==> src/rtl/ysyx_23060332_ifu.sv <==
// Instruction fetch unit: owns the PC, keeps one memory read in flight and holds the fetched word for decode.
// Define YSYX_23060332_IFU_PERF_EN to add the perf_fetch_cnt / perf_stall_cnt counters.
module ysyx_23060332_ifu #(
    parameter logic [31:0] RESET_PC = 32'h8000_0000,
    parameter logic [31:0] INST_NOP = 32'h0000_0013
) (
    input  logic        clk,
    input  logic        rst,
    output logic        req_valid,
    input  logic        req_ready,
    output logic [31:0] req_addr,
    input  logic        resp_valid,
    input  logic [31:0] resp_data,
    output logic        inst_valid,
    input  logic        inst_ready,
    output logic [31:0] inst_o,
    output logic [31:0] inst_addr_o,
    input  logic        jump_en,
    input  logic [31:0] jump_addr,
    input  logic        flush,
    input  logic [31:0] flush_pc
`ifdef YSYX_23060332_IFU_PERF_EN
    ,
    output logic [63:0] perf_fetch_cnt,
    output logic [63:0] perf_stall_cnt
`endif
);

    localparam logic [31:0] ADDR_MASK = 32'hFFFF_FFFC;

    // S_REQ: request offered to memory | S_WAIT: awaiting read data | S_HOLD: word offered to decode
    typedef enum logic [1:0] {S_REQ, S_WAIT, S_HOLD} state_t;

    state_t      r_state;
    logic [31:0] r_pc;
    logic        r_drop;
    logic [31:0] r_inst;
    logic [31:0] r_inst_addr;

    wire         w_retire = (r_state == S_HOLD) && inst_ready;
    wire [31:0]  w_seq_pc = r_pc + 32'd4;

    always_ff @(posedge clk or posedge rst) begin
        if (rst) begin
            r_state     <= S_REQ;
            r_pc        <= RESET_PC;
            r_drop      <= 1'b0;
            r_inst      <= INST_NOP;
            r_inst_addr <= RESET_PC;
        end else if (flush) begin
            r_pc <= flush_pc & ADDR_MASK;
            case (r_state)
                S_REQ: begin
                    // an accepted request still owes a response, which must be thrown away
                    if (req_ready) begin
                        r_state <= S_WAIT;
                        r_drop  <= 1'b1;
                    end
                end
                S_WAIT: begin
                    if (resp_valid) begin
                        r_state <= S_REQ;
                        r_drop  <= 1'b0;
                    end else begin
                        r_drop  <= 1'b1;
                    end
                end
                S_HOLD: begin
                    r_state <= S_REQ;
                    r_inst  <= INST_NOP;
                end
                default: r_state <= S_REQ;
            endcase
        end else begin
            case (r_state)
                S_REQ: begin
                    if (req_ready) r_state <= S_WAIT;
                end
                S_WAIT: begin
                    if (resp_valid) begin
                        if (r_drop) begin
                            r_drop  <= 1'b0;
                            r_state <= S_REQ;
                        end else begin
                            r_inst      <= resp_data;
                            r_inst_addr <= r_pc;
                            r_state     <= S_HOLD;
                        end
                    end
                end
                S_HOLD: begin
                    if (inst_ready) begin
                        r_pc    <= jump_en ? (jump_addr & ADDR_MASK) : w_seq_pc;
                        r_inst  <= INST_NOP;
                        r_state <= S_REQ;
                    end
                end
                default: r_state <= S_REQ;
            endcase
        end
    end

    // rst gates the request so nothing is offered to memory while the core is held in reset
    assign req_valid   = (r_state == S_REQ) && !rst;
    assign req_addr    = r_pc;
    assign inst_valid  = (r_state == S_HOLD);
    assign inst_o      = r_inst;
    assign inst_addr_o = r_inst_addr;

`ifdef YSYX_23060332_IFU_PERF_EN
    always_ff @(posedge clk or posedge rst) begin
        if (rst) begin
            perf_fetch_cnt <= 64'd0;
            perf_stall_cnt <= 64'd0;
        end else begin
            if (w_retire && !flush) perf_fetch_cnt <= perf_fetch_cnt + 64'd1;
            if (((r_state == S_REQ) && !req_ready) || ((r_state == S_WAIT) && !resp_valid))
                perf_stall_cnt <= perf_stall_cnt + 64'd1;
        end
    end
`else
    wire w_unused_retire = w_retire;
`endif

endmodule
==> config.mk <==
export PLATFORM = sky130hd
export DESIGN_NAME = ysyx_23060332_ifu
export DESIGN_NICKNAME = d
export VERILOG_FILES = /design/src/rtl/ysyx_23060332_ifu.sv
export SDC_FILE = /design/constraint.sdc
export NUM_CORES = 1
export LEC_CHECK = 0
export BUFFER_PORTS_ARGS = -buffer_cell sky130_fd_sc_hd__buf_2
export CORE_UTILIZATION = 45
export CTS_CLUSTER_DIAMETER = 40
export CTS_CLUSTER_SIZE = 25
export DETAILED_ROUTE_END_ITERATION = 16
export GPL_TIMING_DRIVEN = 0
export PLACE_DENSITY = 0.76
export SLEW_MARGIN = 20
export SYNTH_ARGS = -nofsm -noshare
export SYNTH_HDL_FRONTEND = slang
export SYNTH_SLANG_ARGS = --single-unit
export TNS_END_PERCENT = 100
==> constraint.sdc <==
create_clock -name clk -period 9.8 [get_ports clk]
set_clock_uncertainty 0.1 [all_clocks]
set_input_delay 1.96 -clock clk [delete_from_list [all_inputs] [get_ports clk]]
set_output_delay 1.96 -clock clk [all_outputs]
set_load 0.01 [all_outputs]
==> metrics.yaml <==
die_w_microns: 106
relSlewSlack_pct: 56.4
cts_resized: 0
fin_nets: 837
rows: 37
ios: 201
syn_to_final_growth_pct: 28.4
cts_setup_buffers: 0
slowest_stage: "buf_2"
place.gp.congestion: 0.869
setup_viol: 0
hold_ws_ns: 0.370
setup_tns_ns: 0
worstSetupPathDepth: 3
clock-sinks: 95
syn-cell-area_sq_um: 4840
synth-adder-area-share_pct: 0.259
startpoint: "rst"
dieArea_sq_um: 11200
clkSlewWorstSetupHoldPaths_ns: 0.09
place_area_sq_um: 6010
drv_cap: 0
critPathKind: "input port to primary output"
outcome: "finished clean"
r2r_slack_ns: 7.65
critical-path-max-stage-delay_ns: 0.16
fmax_mhz: 226
clockBufferDepth: 2
synth_top_family_by_area: "simple AND/OR/NAND/NOR gates"
r2r_cells: 6
port_buffers: 192
cts_tree: "built"
startpoint_type: "input port"
grt_max_degree: 74
rsz0062_at_grt: "no"
dr.pass1.iters: 5
diodes: 0
fp.dieH_microns: 106
cpMostUsedCell: "buf_2"
final_area_sq_um: 6210
cp.arrival_ns: 2.37
grt_overflow: 0
required_ns: 7.74
syn_area_per_cell_sq_um: 9.20
synth_xor_area_share_pct: 2.90
antenna_found_initial: 0
timing.final.crit_share_pct: 45.2
hp-class: "flip-flop to flip-flop"
synthMuxAreaShare_pct: 7.11
worstPathCellList: "buf_2 > nor3_1 > buf_2"
timing.rr.end: "req_addr[18]"
period_minus_slack_ns: 4.43
pre_cts_slack_ns: 5.37
drt-initial-drc-count: 254
cts_root_buf: "clkbuf_8"
final_max_slew_viol_count: 0
crit_end: "req_valid"
vias: 4782
worstSkewPairLatency_ns: 0.38
yosys_warnings: 0
p_per_area_nw_per_um2: 212
p_total_w: 0.00131
cts-htree-levels: 3
grt_pass1_wl_microns: 22900
worstPathMaxFanout: 2
irDropWorstVdd_v: 0.000107
end_kind: "primary output"
worstReg2RegStart: "req_addr[2]"
synth-edff-count: 0
path_delay_family: "buffers and inverters"
routedWlPerCell_microns: 16.7
initial_utilization_pct: 46.6
drc: 0
cts_hold_buf: 0
async_flop_share_pct: 100
coreArea_sq_um: 10400
leakage_nw: 3.12
synth.distinct_cells: 61
vias_per_cell: 5.47
grtUsageTotal_pct: 26.8
synth_compound_area_share_pct: 13.5
routed_wl_microns: 14600
synth_flop_cell: "dfrtp_1"
hold_violations: 0
syn_inst: 526
ys_ff_latch: 95
drtAntennaViolNets: 0
crit_buf_inv: 2
worst_slew_pin_slew_ns: 0.654
cts_inserted_buffers: 9
fin_ws_ns: 5.37
ys_seq_area_share_pct: 49.3
dp_hpwl_microns: 11000
grt_pass1_vias: 4602
yosys.area_share.simple_pct: 22.9
drive_above_1_share_pct: 36.0
[how the worst min path moves through the flow]
stage	from	endpoint	slack, ns	cells past startpoint
floorplan	r_drop	r_drop	0.36	2
global placement	inst_o[23]	inst_o[23]	0.35	2
detailed placement	inst_o[10]	inst_o[10]	0.35	2
CTS	inst_o[10]	inst_o[10]	0.37	2
global route	inst_o[8]	inst_o[8]	0.39	2
finish	inst_o[26]	inst_o[26]	0.37	2
[placed cells by master, fill, tap and decap left out, types with 7 or more instances in the layout]
| cell | Yosys | routed |
|---|---|---|
| clkbuf_8 | 0 | 10 |
| xnor2_1 | 7 | 7 |
| buf_2 | 6 | 198 |
| o21ai_0 | 33 | 33 |
| buf_1 | 7 | 7 |
| nor2_1 | 29 | 29 |
| dfrtp_1 | 90 | 90 |
| inv_1 | 9 | 8 |
| and3_1 | 9 | 9 |
| nand3_1 | 53 | 53 |
| clkbuf_1 | 18 | 18 |
| mux2_2 | 27 | 27 |
| nor3_1 | 9 | 9 |
| xor2_1 | 9 | 9 |
| a21oi_1 | 40 | 40 |
| nand2_1 | 97 | 97 |
[flip-flops by register name, summed over array words and instances, names as in the netlist]
register / flops
r_drop: 1
req_addr: 30
r_state: 2
inst_addr_o: 30
inst_o: 32
[kinds of logic after synthesis]
family                   Yosys count
XOR/XNOR                          16
buffers and inverters             45
AO/OA/AOI/OAI                    110
flip-flops                        95
multiplexers                      31
other                              1
AND/OR/NAND/NOR                  227
adder cells (fa/ha/maj)            1
[per-layer routing]
layer	track usage, %	part of all wire, %	vias up
met4	15.1	3.9	0
met3	4.21	6.3	43
met5	0	0	-
li1	-	-	2262
met2	42.6	47	214
met1	35.0	43	2263
[synthesized netlist by cell type, drive strengths merged, types with 5 or more instances]
cell    instances  share of area, %
nor2           29               2.3
dfstp           5               2.7
nor3           10               1.1
buf            17               1.8
xor2            9               1.6
clkbuf         19               1.5
dfrtp          90                47
xnor2           7               1.3
o21ai          35               3.7
and3           11               1.5
nand3          53               5.5
inv             9              0.70
a21oi          40               4.1
nand2          98               7.7
nand4           8               1.8
mux2           27               6.3
[worst min-delay path, cell delays in order, from the launching register on]
cell and delay, ns:
dfrtp_1 0.35, nand2_1 0.05, nand2_1 0.05
[per-stage QoR]
stage | util (%) | std cells
CTS | 59.9 | 874
finish | 59.9 | 874
floorplan | - | 529
global placement | 57.7 | 857
detailed placement | 58.0 | 858
global route | 59.9 | 874
[where the power goes]
| group | switching, W | leakage, nW | internal, W |
|---|---|---|---|
| logic | 0.000237 | 1.85 | 0.000199 |
| registers | 0.0000834 | 1.17 | 0.000527 |
| clock network | 0.000144 | 0.0981 | 0.000124 |
[area by class of cell]
type / count / area, sq um
Fill cell: 946 / 4160
Sequential cell: 95 / 2380
Multi-Input combinational cell: 389 / 2270
Timing Repair Buffer: 193 / 988
Tap cell: 136 / 170
Buffer: 36 / 159
Clock buffer: 10 / 138
Clock inverter: 6 / 60.1
Inverter: 9 / 38.8
Note: power is estimated with default switching activity, not from simulation.
